--- src/rtl/mult_div_sequencer.sv ---
// mult_div_sequencer
//   Multi-cycle MULT/DIV engine that owns the architectural HI/LO registers.
//   The control unit pulses start from its MULT/DIV states and holds there until
//   done. MULT uses radix-2 Booth on a 2*WIDTH+1 product register; DIV uses
//   restoring division on operand magnitudes with signs applied at the end.
//   Both run WIDTH iterations, one per cycle.
//
//   Optional build macro: MULTDIV_ZERO_SKIP_EN
//     defined   : MULT with a zero operand bypasses the iterations (done 1 cycle after start)
//     undefined : every MULT runs all WIDTH iterations
//
// Ports
//   clk    in   clock, rising edge
//   reset  in   asynchronous, active-high
//   start  in   request, accepted only when idle
//   op     in   0 = MULT (signed), 1 = DIV (signed)
//   a      in   WIDTH  multiplicand / dividend
//   b      in   WIDTH  multiplier / divisor
//   busy   out  operation in progress
//   done   out  one-cycle pulse, hi/lo valid
//   div0   out  one-cycle pulse with done on divide-by-zero
//   hi     out  WIDTH  MULT upper half / DIV remainder
//   lo     out  WIDTH  MULT lower half / DIV quotient
//
// state    | meaning
// IDLE     | waiting for start
// MULT_RUN | one Booth iteration per cycle
// DIV_RUN  | one restoring quotient bit per cycle
// FINISH   | write hi/lo, raise done on exit
// DIV_ZERO | divisor was zero; raise done+div0 on exit, hi/lo untouched

module mult_div_sequencer #(
    parameter int WIDTH = 32
) (
    input  logic             clk,
    input  logic             reset,
    input  logic             start,
    input  logic             op,
    input  logic [WIDTH-1:0] a,
    input  logic [WIDTH-1:0] b,
    output logic             busy,
    output logic             done,
    output logic             div0,
    output logic [WIDTH-1:0] hi,
    output logic [WIDTH-1:0] lo
);

    localparam int CW = (WIDTH > 1) ? $clog2(WIDTH) : 1;

    typedef enum logic [2:0] {
        IDLE     = 3'd0,
        MULT_RUN = 3'd1,
        DIV_RUN  = 3'd2,
        FINISH   = 3'd3,
        DIV_ZERO = 3'd4
    } state_t;

    state_t state_q, state_d;

    logic [CW-1:0]      cnt_q;
    logic               op_q;
    logic [WIDTH-1:0]   m_q;        // multiplicand, or divisor magnitude
    logic [2*WIDTH:0]   prod_q;     // {acc, multiplier, q(-1)}
    logic [WIDTH-1:0]   rem_q;
    logic [WIDTH-1:0]   quo_q;
    logic               neg_q;      // quotient negative
    logic               neg_r;      // remainder negative (follows dividend)

    logic               accept;
    logic               mult_zero;
    logic               last_iter;
    logic [WIDTH-1:0]   a_mag;
    logic [WIDTH-1:0]   b_mag;
    logic [WIDTH:0]     acc_x;
    logic [WIDTH:0]     m_x;
    logic [WIDTH:0]     booth_sum;
    logic [WIDTH:0]     div_shift;
    logic [WIDTH-1:0]   div_sub;
    logic               div_ge;

    // A start that coincides with the done pulse is dropped so the control
    // unit always sees done before a new operation can begin.
    assign accept    = (state_q == IDLE) && start && !done;
    assign last_iter = (cnt_q == CW'(WIDTH - 1));

`ifdef MULTDIV_ZERO_SKIP_EN
    assign mult_zero = (a == '0) || (b == '0);
`else
    assign mult_zero = 1'b0;
`endif

    // Magnitudes as unsigned; MIN_INT maps onto itself, which is correct unsigned.
    assign a_mag = a[WIDTH-1] ? -a : a;
    assign b_mag = b[WIDTH-1] ? -b : b;

    // Booth step: accumulate in WIDTH+1 bits so -MIN_INT cannot overflow,
    // then the arithmetic shift right drops straight out of the concatenation.
    assign acc_x = {prod_q[2*WIDTH], prod_q[2*WIDTH:WIDTH+1]};
    assign m_x   = {m_q[WIDTH-1], m_q};

    always_comb begin
        booth_sum = acc_x;
        case (prod_q[1:0])
            2'b01:   booth_sum = acc_x + m_x;
            2'b10:   booth_sum = acc_x - m_x;
            default: booth_sum = acc_x;
        endcase
    end

    // Restoring step: the difference is below the divisor whenever it is kept,
    // so WIDTH bits of it are enough.
    assign div_shift = {rem_q, quo_q[WIDTH-1]};
    assign div_ge    = (div_shift >= {1'b0, m_q});
    assign div_sub   = div_shift[WIDTH-1:0] - m_q;

    always_ff @(posedge clk or posedge reset) begin
        if (reset) state_q <= IDLE;
        else       state_q <= state_d;
    end

    always_comb begin
        state_d = state_q;
        case (state_q)
            IDLE: begin
                if (accept) begin
                    if (!op)            state_d = mult_zero ? FINISH : MULT_RUN;
                    else if (b == '0)   state_d = DIV_ZERO;
                    else                state_d = DIV_RUN;
                end
            end
            MULT_RUN: if (last_iter) state_d = FINISH;
            DIV_RUN:  if (last_iter) state_d = FINISH;
            FINISH:   state_d = IDLE;
            DIV_ZERO: state_d = IDLE;
            default:  state_d = IDLE;
        endcase
    end

    always_comb begin
        busy = (state_q == MULT_RUN) || (state_q == DIV_RUN) || (state_q == FINISH);
    end

    always_ff @(posedge clk or posedge reset) begin
        if (reset) begin
            cnt_q  <= '0;
            op_q   <= 1'b0;
            m_q    <= '0;
            prod_q <= '0;
            rem_q  <= '0;
            quo_q  <= '0;
            neg_q  <= 1'b0;
            neg_r  <= 1'b0;
            hi     <= '0;
            lo     <= '0;
            done   <= 1'b0;
            div0   <= 1'b0;
        end else begin
            done <= 1'b0;
            div0 <= 1'b0;
            case (state_q)
                IDLE: begin
                    if (accept) begin
                        op_q  <= op;
                        cnt_q <= '0;
                        if (!op) begin
                            m_q    <= a;
                            prod_q <= mult_zero ? '0 : {{WIDTH{1'b0}}, b, 1'b0};
                        end else begin
                            m_q   <= b_mag;
                            rem_q <= '0;
                            quo_q <= a_mag;
                            neg_q <= a[WIDTH-1] ^ b[WIDTH-1];
                            neg_r <= a[WIDTH-1];
                        end
                    end
                end
                MULT_RUN: begin
                    prod_q <= {booth_sum, prod_q[WIDTH:1]};
                    cnt_q  <= cnt_q + CW'(1);
                end
                DIV_RUN: begin
                    rem_q <= div_ge ? div_sub : div_shift[WIDTH-1:0];
                    quo_q <= {quo_q[WIDTH-2:0], div_ge};
                    cnt_q <= cnt_q + CW'(1);
                end
                FINISH: begin
                    done <= 1'b1;
                    if (op_q) begin
                        hi <= neg_r ? -rem_q : rem_q;
                        lo <= neg_q ? -quo_q : quo_q;
                    end else begin
                        hi <= prod_q[2*WIDTH:WIDTH+1];
                        lo <= prod_q[WIDTH:1];
                    end
                end
                DIV_ZERO: begin
                    done <= 1'b1;
                    div0 <= 1'b1;
                end
                default: ;
            endcase
        end
    end

endmodule

--- config.mk ---
export PLATFORM = sky130hd
export DESIGN_NAME = mult_div_sequencer
export DESIGN_NICKNAME = d
export VERILOG_FILES = /design/src/rtl/mult_div_sequencer.sv
export SDC_FILE = /design/constraint.sdc
export NUM_CORES = 1
export LEC_CHECK = 0
export ABC_AREA = 1
export BUFFER_PORTS_ARGS = -buffer_cell sky130_fd_sc_hd__buf_4
export CAP_MARGIN = 20
export CORE_ASPECT_RATIO = 0.5
export CORE_MARGIN = 2
export CORE_UTILIZATION = 60
export CTS_BUF_LIST = sky130_fd_sc_hd__clkbuf_4 sky130_fd_sc_hd__clkbuf_8 sky130_fd_sc_hd__clkbuf_16
export DETAILED_ROUTE_END_ITERATION = 6
export PLACE_DENSITY = 0.84
export SYNTH_ARGS = -nofsm -noshare
export SYNTH_HDL_FRONTEND = slang
export SYNTH_SLANG_ARGS = --single-unit
--- constraint.sdc ---
create_clock -name clk -period 20.5 [get_ports clk]
set_clock_uncertainty 0.15 [all_clocks]
set_input_delay 1.025 -clock clk [delete_from_list [all_inputs] [get_ports clk]]
set_output_delay 1.025 -clock clk [all_outputs]
set_load 0.02 [all_outputs]
**Word-level counts from Yosys, hierarchy flattened**

Cells that the tools add are included.

- Bits in registers: 238
- Bits of input ports: 68
- Output and inout bits: 67

- $add $sub $neg: 8
- $lt $le $gt $ge: 1
- Eq/ne operators: 12
- Muxes and demuxes: 27
- Bitwise operators: 1
- Reductions and logical operators: 19

Operators by type and width:

| kind | count |
|---|---|
| 2-to-1 mux 32 bit | 12 |
| 2-to-1 mux 65 bit | 2 |
| case mux 65 bit (2 select lines) | 1 |
| negation 32 bit | 4 |
| case mux 32 bit (2 select lines) | 2 |
| case mux 33 bit (2 select lines) | 1 |
| adder 32 x 32 -> 33 bit | 1 |
| greater-or-equal comparator 33 x 32 -> 1 bit | 1 |
| subtractor 32 x 32 -> 33 bit | 1 |
| logical NOT 32 bit | 1 |
| subtractor 32 bit | 1 |
| 2-to-1 mux 3 bit | 4 |
| case mux 5 bit (2 select lines) | 1 |
| AND reduction 3 bit | 3 |
| equality test 3 x 2 -> 1 bit, second input constant | 2 |
| inequality test 2 bit, second input constant | 3 |
| case mux 3 bit (2 select lines) | 1 |
| AND reduction 2 bit | 3 |
| nonzero test 2 bit | 3 |
| adder 5 x 1 -> 5 bit, second input constant | 1 |
| equality test 5 bit, second input constant | 1 |
| 2-to-1 mux 5 bit | 1 |
| AND reduction 4 bit | 1 |
| OR reduction 2 bit | 2 |
| 12 further kinds | 15 |

**Logic depth before layout (Yosys ltp)**

- Word-level depth: 5
- Mapped depth: 22
- Depth with buffers taken out: 22

**Worst setup path after synthesis**

Ideal clock, no wire load.

- Path kind: flip-flop to flip-flop
- Start point: reg m_q[1]
- End point: reg prod_q[61]
- Library setup time: 0.117 ns
- Arrival time: 2.758 ns
- Slack: 17.475 ns
- Cell stages (with the launch flop): 20
- Path buffers: 0
- Cells stage by stage: dfrtp_1 > inv_1 > ha_1 > nand3_1 > nor2_1 > and2_1 > nand2_1 > o21ai_2 > o21ai_1 > xor2_1 > ha_1 > a21o_1 > nor2_1 > nand2_1 > a21oi_1 > nand2_1 > nand2_1 > nand3_1 > nand2_1 > nand2_1

- Cells in the longest elaborated chain, start to end: 3

RTL lines:

| item | line | text |
|---|---|---|
| start: declaration | 62 | `logic [WIDTH-1:0] m_q;` |
| start signal: assignment | 169 | `m_q <= b_mag;` |
| subtractor 32 x 32 -> 33 bit or adder 32 x 32 -> 33 bit (tied branches) | 105, 104 |  |
| case mux 33 bit (2 select lines) * | 103 | `case (prod_q[1:0])` |
| case mux 65 bit (2 select lines) * | 160 | `case (state_q)` |
| end signal: assignment | 167 | `prod_q <= mult_zero ? '0 : {{WIDTH{1'b0}}, b, 1'b0};` |
| end signal: assignment | 178 | `prod_q <= {booth_sum, prod_q[WIDTH:1]};` |
| end: declaration | 63 | `logic [2*WIDTH:0] prod_q;` |

Every way passes the cells marked *; elsewhere a longest branch is shown, timed or not.
A chain may end at the register's enable or synchronous reset.

**Worst setup path after layout**

- Start point: reg prod_q[0]
- End point: reg prod_q[54]

- Cells in the longest elaborated chain, start to end: 3

RTL lines:

| item | line |
|---|---|
| equality test 2 bit or equality test 2 x 1 -> 1 bit (tied branches) | 103 |
| case mux 33 bit (2 select lines) * | 103 |
| case mux 65 bit (2 select lines) * | 160 |

Marks and branches as above.

==> metrics list <==
- Result of the run: complete, no violations
- For this block, the initial DRC count from the detailed router was 3474.
* Post-CTS setup buffer count: 0
- The worst path uses between 20 and 25% of the clock period.
- Horiz. Die Dim: approximately 270 um
* Top cell family by delay on the critical path: adder cells
- Net count, final: 3528
* Most instantiated cells after synthesis: nand2_1 (1046), inv_1 (486), nand3_1 (269), nor2_1 (269), dfrtp_1 (238)
* Number of violations of the max-capacitance limit: 0
- In this run the register-to-register setup slack is 16.40 ns.
- Final Hold Violating Endpoints: 0
- The number of global-route vias before repair came to between 20000 and 25000.
* Largest cells by area after synthesis: dfrtp_1 (29%), nand2_1 (19%), inv_1 (8.9%), nand3_1 (6.6%), a21oi_1 (5.6%)
- Antenna violations before repair: 12
* WP buf/inv: 3
* Signed area change from the synthesized netlist to the final layout: 10.4%
- Seq cells post-synth: roughly 240
- In the synthesized netlist the dominant register cell turns out to be dfrtp_1.
* Post-Syn Area per Cell: roughly 6 um2
- In this run the cell area of the synthesized design comes to ~20000 um2.
- The share of the Yosys chip area taken by registers is 29.0%.
- Cell taking the most area after synthesis: dfrtp_1
- Library cell used as clock root buffer: clkbuf_16
* Kind of critical path: reg -> reg
- In the routed design, unresolved DRC markers number 0.
- Synthesis instantiated 48 different standard cells from the library.
- Max Slew Vio Count: 0
- Static timing analysis puts the maximum clock frequency at ~240 MHz.
* Y dimension of the die: between 100 and 150 um
- The routed layout has 23300 vias.
- The worst hold path terminates at lo[19]$_DFFE_PP0P_.
- Reg2reg path depth: 19
- In the global route stage, overall resource usage came out at ~44%.
* Area of the die: approximately 36000 um2
- Most repeated library cell on the critical path: nand2_1
* Share of Yosys cell area claimed by the top area cell type: 29.0%
* Top-count cell post-synth: nand2_1
- Input and output buffers added on the ports amount to approximately 130.
- In this run the core area contains 47 standard-cell rows.
- For this run, asynchronously set or reset flops after synthesis account for 100%.
- Critical R2R Capture: prod_q[54]$_DFFE_PP0P_
- Unrepaired setup endpoints after global routing: no
- Number of cells on the worst hold path: 2
- Clock tree synthesis inserted a total of 25 buffers.
* Via density per instance: between 6 and 7
- Source of the worst register-to-register timing path: prod_q[0]$_DFFE_PP0P_
- H-Tree Depth: 1
* Clock tree from TritonCTS: built
- In this run the most critical hold path is launched from lo[19]$_DFFE_PP0P_.
- Capturing element type of the critical path: flop
- Pin count of the biggest net entering global routing: about 120
- Weighted congestion at the end of routability-driven global placement: between 1 and 1.5
- The number of nets in the synthesized netlist is 3466.
- Wire length of the first global-routing pass: 120000 um
* Shortest clock period the worst path allows after layout: around 4.1 ns
* Share of layout cells above drive strength 1: 7.93%
- The count of nets left with antenna violations once routing finished came out at 0.
- 135 I/O pins were placed.
- The clock passes through at most 3 buffers.
* Initial cell density of the core: between 60% and 70%
- Data arrives at the worst endpoint at around 4.4 ns.
- Worst-path fanout max: 19
- Kind of path behind the tightest hold check: reg -> reg
- Total half-perimeter wirelength after legalization and detailed placement: 62300 um
- Gates resized during post-CTS repair numbered 0.
* Slowest library cell on the worst path: clkinv_1
* Clock edge transition at the registers on the reported setup and hold paths: 0.07 ns
* Number of hold-repair buffers added at the cts stage: 0
* Clk_lat worst skew: 0.58 ns
- Count of final setup violators: 0
- CP peak stage delay: around 0.63 ns
- Area of the placeable core: around 33000 um2
* Number of enable flip-flop cells after synthesis: 0
- The Yosys step of the flow raised 0 warnings.
- After detailed routing, the average wire length per cell comes to between 20 and 25 um.
- Critical path cell sequence: inv_1 -> ha_1 -> clkinv_1 -> o21ai_0 -> xor2_1 -> inv_1 -> ha_1 -> nand2_1 -> nand2_1 -> nand2_1 -> nand2_1 -> a21oi_1 -> nand2_1 -> nand2_1 -> nand2_1 -> nand2_1 -> nand2_1 -> o21ai_0 -> nand2_1
* Setup TNS: 0 ns
* Transition time at the pin with the least slew margin: 0.996 ns
* Residual overflow from global routing: 0
* Type of element launching the critical path: flop
* Fill cell instance count of the final layout: just over 3000
* Routed wire length: between 70000 and 80000 um
* Slew HR: about 33%
* Required @ worst endpoint: 20.81 ns
- The clock net in this run drives a total of between 200 and 250 sinks.
- DR pass1 iterations: 7
- Count of mapped cells out of synthesis: around 3300
## kinds of logic after synthesis
family	share of synthesized area, %
AO/OA/AOI/OAI	16.0
XOR/XNOR	3.12
adder cells (fa/ha/maj)	4.59
buffers and inverters	11.8
flip-flops	29.0
AND/OR/NAND/NOR	35.5
## registers in the layout (all words and copies together), names as in the netlist
register	count
cnt_q	5
div0	1
done	1
hi	32
lo	32
m_q	32
neg_q	1
neg_r	1
op_q	1
prod_q	65
quo_q	32
rem_q	32
state_q	3
## how the worst max path moves through the flow
stage	slack [ns]	to	from	depth (start not counted)
3_3_place_gp	16.55	prod_q[55]$_DFFE_PP0P_	prod_q[0]$_DFFE_PP0P_	18
4_1_cts	16.52	prod_q[54]$_DFFE_PP0P_	prod_q[0]$_DFFE_PP0P_	19
2_1_floorplan	12.79	cnt_q[0]$_DFFE_PP0P_	reset	1
5_1_grt	16.01	prod_q[52]$_DFFE_PP0P_	prod_q[0]$_DFFE_PP0P_	19
3_5_place_dp	16.50	prod_q[31]$_DFFE_PP0P_	op	9
6_report	16.40	prod_q[54]$_DFFE_PP0P_	prod_q[0]$_DFFE_PP0P_	19
## cell type report
| class | instances | area (um2) | share of cell area (%) |
|---|---|---|---|
| well taps | 441 | 552 | 2.44 |
| diodes | 8 | 20.0 | 0.0884 |
| multi-input cells | 2472 | 12200 | 53.7 |
| clock buffers | 29 | 668 | 2.95 |
| inverters | 498 | 1880 | 8.29 |
| clock inverters | 17 | 264 | 1.17 |
| repair buffers | 151 | 1150 | 5.09 |
| flip-flops and latches | 238 | 5960 | 26.3 |
## layer usage
metal	vias up	GRT usage, %	wire (um)
li1	10800	-	-
met1	10800	63.9	34000
met2	1526	57.8	30000
met3	156	22.8	14200
met4	8	7.88	1590
met5	-	0	56
## tightest hold or removal path: stages (launching register included)
cell	delay, ns
dfrtp_1	0.34
nand2_1	0.05
nand2_1	0.06
## metrics by stage
step | setup slack, ns | cell area, um2 | std cells | utilization [%] | hold slack [ns]
2_1_floorplan | 12.79 | 20500 | 3324 | - | 0.299
3_3_place_gp | 16.55 | 21700 | 3799 | 65.0 | 0.314
3_5_place_dp | 16.50 | 21700 | 3799 | 65.0 | 0.316
4_1_cts | 16.52 | 22600 | 3845 | 67.8 | 0.335
5_1_grt | 16.01 | 22600 | 3851 | 67.9 | 0.348
6_report | 16.40 | 22700 | 3854 | 67.9 | 0.332
## cells in the final DEF, fill, tap and decap left out, types with 6 or more instances in the layout
cell       instances
inv_1            484
bufinv_16          6
nand3b_1           6
diode_2            8
nand3_2           11
nand4_1           40
nand2_1         1046
inv_2             10
nand2_2            8
ha_1              72
o21ai_1           31
a22oi_1           10
o22ai_1           10
nor2_1           269
o221ai_1           7
nor3_1            32
xnor2_1           14
dfrtp_1          237
xor2_1            59
o21bai_1           7
nand3_1          269
clkbuf_16         25
a21oi_1          229
a31oi_1            6
nor2_2            14
and2_1             6
buf_4            150
o21ai_0          221
o211ai_1          55
Power is not shown: default switching activity piles up to over one toggle a cycle in this logic, so the estimate is an artifact.
